`src/rtl/tdc_pkg.sv`:
```
// tdc_pkg: shared sample width, window state encoding and sample type for the TDC stats path.
package tdc_pkg;
    localparam int TDC_DATA_W = 21;
    typedef enum logic [1:0] {ST_IDLE, ST_ACCUM, ST_HOLD} tdc_state_e;
    typedef logic [TDC_DATA_W-1:0] tdc_sample_t;
endpackage

```
`src/rtl/tdc_minmax_track.sv`:
```
// tdc_minmax_track: running per-window min/max; the *_nx outputs include the sample being accepted now.
module tdc_minmax_track
    import tdc_pkg::*;
#(
    parameter int DATA_W = TDC_DATA_W
) (
    input  logic              clk_i,
    input  logic              rst_i,
    input  logic              clear_i,
    input  logic              load_i,
    input  logic              upd_i,
    input  logic [DATA_W-1:0] data_i,
    output logic [DATA_W-1:0] lo_nx_o,
    output logic [DATA_W-1:0] hi_nx_o
);
    logic [DATA_W-1:0] lo_q, hi_q;

    always_comb begin
        lo_nx_o = (load_i || data_i < lo_q) ? data_i : lo_q;
        hi_nx_o = (load_i || data_i > hi_q) ? data_i : hi_q;
    end

    always_ff @(posedge clk_i or posedge rst_i) begin
        if (rst_i || clear_i) begin
            lo_q <= '0;
            hi_q <= '0;
        end else if (upd_i) begin
            lo_q <= lo_nx_o;
            hi_q <= hi_nx_o;
        end
    end
endmodule

```
`src/rtl/tdc_stats_accum.sv`:
```
// tdc_stats_accum: windowed mean (plus min/max when TDC_STATS_MINMAX_EN is defined) of TDC samples
// with a valid/ready result port and a saturating count of samples dropped while a result waits.
module tdc_stats_accum
    import tdc_pkg::*;
#(
    parameter int DATA_W = TDC_DATA_W,
    parameter int LOG2_N = 4,
    parameter int DROP_W = 8
) (
    input  logic              CLK,
    input  logic              RST,
    input  logic              clear,
    input  logic              in_valid,
    input  logic [DATA_W-1:0] in_data,
    output logic              out_valid,
    input  logic              out_ready,
    output logic [DATA_W-1:0] out_mean,
    output logic [DATA_W-1:0] out_min,
    output logic [DATA_W-1:0] out_max,
    output logic [DROP_W-1:0] out_drops
);
    localparam int ACC_W = DATA_W + LOG2_N;

    tdc_state_e        state_q, state_d;
    logic [ACC_W-1:0]  sum_q, sum_d, sum_nx;
    logic [LOG2_N-1:0] cnt_q, cnt_d;
    logic [DATA_W-1:0] mean_q, mean_d;
    logic [DROP_W-1:0] drops_q, drops_d;
    logic              hold, hs, accept, last;

    always_comb begin
        hold    = state_q == ST_HOLD;
        hs      = hold && out_ready;
        accept  = !clear && in_valid && (!hold || out_ready);
        last    = accept && state_q == ST_ACCUM && cnt_q == '1;
        sum_nx  = sum_q + ACC_W'(in_data);
        state_d = clear ? ST_IDLE : last ? ST_HOLD : (hold && !out_ready) ? ST_HOLD :
                  accept ? ST_ACCUM : hold ? ST_IDLE : state_q;
        sum_d   = (clear || last) ? '0 : accept ? sum_nx : sum_q;
        cnt_d   = clear ? '0 : accept ? cnt_q + 1'b1 : cnt_q;
        mean_d  = clear ? '0 : last ? DATA_W'(sum_nx >> LOG2_N) : mean_q;
        drops_d = (clear || hs) ? '0 : (hold && in_valid && drops_q != '1) ? drops_q + 1'b1 : drops_q;
    end

    always_ff @(posedge CLK or posedge RST) begin
        if (RST) begin
            state_q <= ST_IDLE;
            sum_q   <= '0;
            cnt_q   <= '0;
            mean_q  <= '0;
            drops_q <= '0;
        end else begin
            state_q <= state_d;
            sum_q   <= sum_d;
            cnt_q   <= cnt_d;
            mean_q  <= mean_d;
            drops_q <= drops_d;
        end
    end

    assign out_valid = state_q == ST_HOLD;
    assign out_mean  = mean_q;
    assign out_drops = drops_q;

`ifdef TDC_STATS_MINMAX_EN
    logic [DATA_W-1:0] lo_nx, hi_nx, min_q, max_q;

    tdc_minmax_track #(.DATA_W(DATA_W)) u_track (
        .clk_i   (CLK),
        .rst_i   (RST),
        .clear_i (clear),
        .load_i  (accept && state_q != ST_ACCUM),
        .upd_i   (accept),
        .data_i  (in_data),
        .lo_nx_o (lo_nx),
        .hi_nx_o (hi_nx)
    );

    always_ff @(posedge CLK or posedge RST) begin
        if (RST || clear) begin
            min_q <= '0;
            max_q <= '0;
        end else if (last) begin
            min_q <= lo_nx;
            max_q <= hi_nx;
        end
    end

    assign out_min = min_q;
    assign out_max = max_q;
`else
    assign out_min = '0;
    assign out_max = '0;
`endif
endmodule

```
`config.mk`:
```
export PLATFORM = sky130hd
export DESIGN_NAME = tdc_stats_accum
export DESIGN_NICKNAME = d
export VERILOG_FILES = /design/src/rtl/tdc_pkg.sv /design/src/rtl/tdc_minmax_track.sv /design/src/rtl/tdc_stats_accum.sv
export SDC_FILE = /design/constraint.sdc
export NUM_CORES = 1
export LEC_CHECK = 0
export ABC_AREA = 1
export CAP_MARGIN = 5
export CORE_MARGIN = 8
export CORE_UTILIZATION = 40
export DETAILED_ROUTE_END_ITERATION = 8
export PLACE_DENSITY_LB_ADDON = 0.12
export SKIP_LAST_GASP = 1
export SLEW_MARGIN = 5
export SYNTH_ARGS = -nofsm -noshare
export SYNTH_HDL_FRONTEND = slang
export SYNTH_HIERARCHICAL = 1
export SYNTH_SLANG_ARGS = --single-unit
```
`constraint.sdc`:
```
create_clock -name CLK -period 2.31 [get_ports CLK]
set_input_delay 0.231 -clock CLK [delete_from_list [all_inputs] [get_ports CLK]]
set_output_delay 0.231 -clock CLK [all_outputs]
set_load 0.005 [all_outputs]
```
==> results.ini, run 1 <==
[setup_path]
cp-end-kind = flop
slowest_stage = clkdlybuf4s50_1
cp.arrival_ps = 2230
cp_cell_sequence = clkdlybuf4s50_1 -> ha_1 -> inv_1 -> fa_1 -> inv_1 -> nand2_1 -> nand2_1 -> nand3_1 -> nand2_1 -> nand3_1 -> nand2_1 -> nand2_1 -> nand3_1 -> nand2_1
path_max_fanout = 4
required_ps = 2550
critPathBufInv = 3
worst_path_most_repeated_cell = nand2_1
crit_family = simple AND/OR/NAND/NOR gates
crit_path_start_kind = input pin
cp_slowest_stage_delay_ps = 470
setup.worst_path.class = in2reg

[power_and_ir_drop]
leakage_nw = 3.03
ir_worst_vdd_mv = 0.423
powerDensity_nw_per_um2 = 704

[placement]
gp_congestion = 0.944
post-place-ws_ps = -16.6
port_buffers = 55
placed_cells = 881
dpl.hpwl_um = 9830

[logic_synthesis]
ys_types = 36
yosys.area.top_type_share_pct = 32.9
synthFlopType = dfrtp_1
netlist_area_um2 = 4560
synth.most_common_cell = nand2_1
synthTopCellsByArea = dfrtp_1 (33%), nand2_1 (21%), inv_1 (8.2%)
synth_area_leader_cell = dfrtp_1
seq_area_frac_synth_pct = 32.9
synth_warnings = 6
synthCells = 680
syn-mean-instance-area_um2 = 6.71
ys_ff_latch = 60
yosys-top-cells-count = nand2_1 (254), inv_1 (100), dfrtp_1 (60)
async_flop_share_pct = 100
synth_edf_count = 0

[timing]
relSlewSlack_pct = 61.5
clock_skew_ps = 7.25
finalCritPeriodShare_pct = 86.2
rsz0062_at_grt = false
drv_slew = 0
setup_viol = 0
layout_setup_ws_ps = 320
tightest_slew_ps = 577
finalCriticalPeriod_ps = 1990
fin_hold_ws_ps = 271
fmax_mhz = 502
hold_viol_final = 0

[clock_network]
cts_resized = 0
cts_max_level = 3
clkLatencyLatePin_ps = 340
cts_buffers = 9
cts_tree = done
cts_hold_buf = 0
cts_setup_buffers = 0
numClockSinks = 60
clk_pin_slew_ps = 60
clk_path_buf_depth = 2
clockRootBuffer = clkbuf_16

[route]
drtPass1Iterations = 5
drc = 0
vias = 4293
drt_wl_total_um = 12600
ant_nets = 0
viasPerCell = 4.79
wl_per_cell_um = 14.0
first_iter_violations = 228

[grt]
overflow = 0
grt_util_all_layers_pct = 17.6
antenna_found_initial = 0
grt_max_degree = 61
grt_pass1_vias = 4285
grt_pass1_wl_um = 20700

[floorplanning]
die_area_um2 = 15100
die_y_um = 123
initial_core_util_pct = 40.5
die_w_um = 123
core_um2 = 11300
row_count = 39
ios = 98

[run]
cap_violations = 0

[layout]
diodes = 0
fin_util_pct = 48.8
area_growth_pct = 20.5
final_cells = 897
drive_above_1_share_pct = 7.03
layout.nets = 799

[run_status]
status = finished clean

[worst_hold_path]
worstHoldPathType = in2async

==> state kept, by name (all words and copies together), names as in the netlist <==
register   count
out_mean      21
cnt_q          4
sum_q         25
out_drops      8
state_q        2
==> worst paths after layout <==
check                      cells past startpoint                      from  slack, ps                        to
setup / recovery                              14                in_data[0]        320  out_mean[12]$_DFFE_PP0N_
hold / removal                                 3                       RST        270  out_mean[16]$_DFFE_PP0N_
setup reg to reg                              13      sum_q[0]$_DFFE_PP0P_        330  out_mean[12]$_DFFE_PP0N_
hold reg to reg                                2  out_mean[10]$_DFFE_PP0N_        480  out_mean[10]$_DFFE_PP0N_
max in group asynchronous                      3                       RST       1770      sum_q[3]$_DFFE_PP0P_
min in group CLK                               2  out_mean[10]$_DFFE_PP0N_        480  out_mean[10]$_DFFE_PP0N_
==> placed cells by master, fill, tap and decap left out, types with 8 or more instances in the layout <==
cell type / count
clkdlybuf4s50_1: 55
ha_1: 23
clkbuf_16: 9
inv_1: 99
nor2_1: 42
buf_4: 9
nand3b_1: 8
a21oi_1: 17
o21ai_0: 14
dfrtp_1: 60
nand4_1: 9
nand3_1: 56
nand2_2: 13
nand2_1: 254
conb_1: 42
==> per-layer routing <==
| layer | global-route usage [%] | wire (um) |
|---|---|---|
| met2 | 27.9 | 5730 |
| met3 | 4.42 | 914 |
| met5 | 0 | 0 |
| met1 | 22.0 | 5600 |
| met4 | 8.53 | 311 |
==> cell type report <==
cell class	count	area, um^2
fillers	1163	5770
multi-input cells	509	2460
flip-flops and latches	60	1500
repair buffers	65	638
inverters	104	394
clock buffers	10	239
well taps	143	179
clock inverters	6	86.3
==> worst register-to-register path, stage by stage (launching register included) <==
cell and delay, ps:
dfrtp_1 340, ha_1 200, inv_1 70, fa_1 370
inv_1 100, nand2_1 80, nand2_1 80, nand3_1 60
nand2_1 180, nand3_1 120, nand2_1 80, nand2_1 70
nand3_1 80, nand2_1 50
==> through the flow <==
step,area [um^2],TNS [ps],power [mW]
final,5500,0,3.87
after global routing,5500,0,4.12
after CTS,5500,0,3.89
after detailed placement,5170,-46.6,2.39
after global placement,5170,0,2.37
after floorplan,4720,0,2.11
==> where the power goes <==
group	switching [mW]	internal (mW)	leakage (nW)	total, mW
clock network	0.512	0.972	0.159	1.48
registers	0.0645	1.14	0.817	1.21
logic	0.765	0.414	2.05	1.18
==> kinds of logic (layout without fill, tap and decap cells) <==
| logic type | Yosys count | after routing | synth area share (%) |
|---|---|---|---|
| adders and majority gates | 24 | 24 | 6.75 |
| other | 1 | 42 | 0.0822 |
| and+or+nand+nor | 394 | 394 | 37.2 |
| buffers and inverters | 152 | 185 | 16.5 |
| DFF | 60 | 60 | 32.9 |
| AOI/OAI and AO/OA | 42 | 42 | 5.16 |
| xor gates and xnor gates | 7 | 7 | 1.34 |
(Power assumes the default switching activity.)
==> run 2: changes to the inputs <==
Settings changed: DONT_BUFFER_PORTS set to 1.
==> results.ini, run 2 (same netlist as run 1, synthesis figures left out) <==
[grt]
grt_pass1_vias = 3998  ; -6.7%
grt_util_all_layers_pct = 17.4  ; -0.22 points
antenna_found_initial = 0  ; unchanged
grt_max_degree = 28  ; -54%
grt_pass1_wl_um = 20000  ; -3.7%
overflow = 0  ; unchanged

[placement]
dpl.hpwl_um = 10000  ; +2.1%
post-place-ws_ps = 150  ; +167 ps
placed_cell_area_um2 = 4580  ; -11%
port_buffers = 0  ; -100%
gp_congestion = 0.966  ; +2.3%

[clock_network]
clockRootBuffer = clkbuf_16
cts_buffers = 9  ; unchanged
numClockSinks = 60  ; unchanged
clk_pin_slew_ps = 50  ; about the same
cts_tree = done
cts_max_level = 3  ; unchanged
clk_path_buf_depth = 2  ; unchanged
clkLatencyLatePin_ps = 330  ; about the same
cts_setup_buffers = 0  ; unchanged

[timing]
finalCriticalPeriod_ps = 2130  ; +139 ps
drv_slew = 0  ; unchanged
setup_viol = 0  ; unchanged
relSlewSlack_pct = 58.8  ; -2.7 points
hold_viol_final = 0  ; unchanged
clock_skew_ps = 8.31  ; +1.06 ps
layout_setup_ws_ps = 181  ; -139 ps
tns_ps = 0  ; unchanged
fmax_mhz = 470  ; -6.5%
tightest_slew_ps = 617  ; +40.0 ps
rsz0062_at_grt = false
finalCritPeriodShare_pct = 92.2  ; +6.0 points

[layout]
regArea_um2 = 1500  ; unchanged
multi_input_area_um2 = 2460  ; +0.20%
mostFrequentLayoutCells = nand2_1 (253), inv_1 (99), dfrtp_1 (60), nand3_1 (56)
largest-register = sum_q
drive_above_1_share_pct = 6.64  ; -0.39 points
layout.nets = 740  ; -7.4%
layout_commonest_cell = nand2_1
area_growth_pct = 7.54
largest_register_ffs = 25  ; unchanged
fin_util_pct = 43.5  ; -5.3 points
fill_cells = 1245  ; +7.1%
diodes = 0  ; unchanged
final_cell_area_um2 = 4910  ; -11%

[worst_hold_path]
worstHoldPathType = in2reg
holdPathStages = 3
min_from = clear

[route]
drtPass1Iterations = 5  ; unchanged
vias = 4008  ; -6.6%
ant_nets = 0  ; unchanged
first_iter_violations = 262  ; +15%
wl_per_cell_um = 15.0  ; +7.1%
drc = 0  ; unchanged
viasPerCell = 4.79  ; +0.17%
drt_wl_total_um = 12500  ; -0.22%

[floorplanning]
die_area_um2 = 15100  ; unchanged
die_w_um = 123  ; unchanged
ios = 98  ; unchanged
die_y_um = 123  ; unchanged
core_um2 = 11300  ; unchanged
row_count = 39  ; unchanged
initial_core_util_pct = 40.5  ; unchanged

[setup_path]
worstRegToRegCells = 13  ; unchanged
path_max_fanout = 4  ; unchanged
startpoint = sum_q[0]$_DFFE_PP0P_
required_ps = 2530  ; -20 ps
cp.arrival_ps = 2350  ; +120 ps
regToRegStartpoint = sum_q[0]$_DFFE_PP0P_
cp-end-kind = flop
setup.worst_path.class = reg2reg
crit_path_start_kind = flop

[power_and_ir_drop]
p_sw_share_pct = 34.1  ; -0.57 points
p_int_mw = 2.47  ; -2.4%
leakage_nw = 2.80  ; -7.6%
power.switching_mw = 1.28  ; -4.8%
total_power_mw = 3.74  ; -3.2%
pwr-share-comb_pct = 29.9  ; -0.5 points
power_frac_seq_pct = 32.2  ; +1.0 points
ir_worst_vdd_mv = 0.375  ; -11%
powerDensity_nw_per_um2 = 763  ; +8.4%
power.share.clock_pct = 37.9  ; -0.5 points

[run_status]
status = finished clean

[run]
cap_violations = 0  ; unchanged

==> run 2: changes by cell type in the layout (fill, tap and decap cells not counted), sizes merged <==
cell | previous run | this run
buf | 10 | 5
clkinvlp | 1 | 0
clkinv | 3 | 1
inv | 104 | 103
dlygate4sd3 | 0 | 1
clkbuf | 10 | 12
clkdlybuf4s50 | 55 | 0
==> run 2: final timing paths <==
| kind | to | slack (ps) |
|---|---|---|
| worst max-delay path | sum_q[16]$_DFFE_PP0P_ | 180 |
| worst min-delay path | cnt_q[3]$_DFFE_PP0P_ | 120 |
| worst max register to register | sum_q[16]$_DFFE_PP0P_ | 180 |
| worst min register to register | sum_q[16]$_DFFE_PP0P_ | 480 |
| max in group asynchronous | cnt_q[2]$_DFFE_PP0P_ | 1250 |
| min in group asynchronous | out_mean[20]$_DFFE_PP0N_ | 430 |
==> run 2: critical path, stage by stage (launching register included) <==
cell     delay (ps)
dfrtp_1         350
ha_1            230
inv_1            70
fa_1            390
inv_1           140
nand2_1          90
nand2_1          90
nand3_1          90
nand2_2         130
nand3_1         150
nand2_1         100
nand2_1          60
nand3_1          70
nand2_1          50
==> run 2: power by group through the flow <==
stage | sequential, mW | combinational (mW) | clock, mW
after CTS | 1.20 | 1.11 | 1.45
after global placement | 1.22 | 1.09 | 0
after detailed placement | 1.22 | 1.10 | 0
final | 1.21 | 1.12 | 1.42
after floorplan | 1.21 | 0.900 | 0
after global routing | 1.22 | 1.29 | 1.48
==> run 2: layer usage <==
| layer | vias to the layer above | part of all wire (%) | global-route usage (%) |
|---|---|---|---|
| met4 | 0 | 2.8 | 8.45 |
| met3 | 22 | 7.2 | 4.65 |
| met5 | - | 0 | 0 |
| met1 | 1840 | 45 | 21.2 |
| met2 | 102 | 45 | 28.0 |
| li1 | 2044 | - | - |
==> run 2: stage by stage <==
step	hold slack, ps	cells
5_1_grt	161	836
3_3_place_gp	231	821
2_1_floorplan	440	721
6_report	116	836
3_5_place_dp	240	821
4_1_cts	108	836
==> run 2: area by class of cell <==
type                            count  share of cell area (%)
Clock buffer                       12                    5.02
Multi-Input combinational cell    509                    50.2
Tap cell                          143                    3.65
Sequential cell                    60                    30.6
Inverter                          104                    8.03
Timing Repair Buffer                6                    1.22
Clock inverter                      2                    1.22
==> run 2: timing repair <==
item	CTS	global route
hold endpoints to repair	25	0
setup endpoints to repair	0	5
hold buffers	1	0
resized for setup	0	2
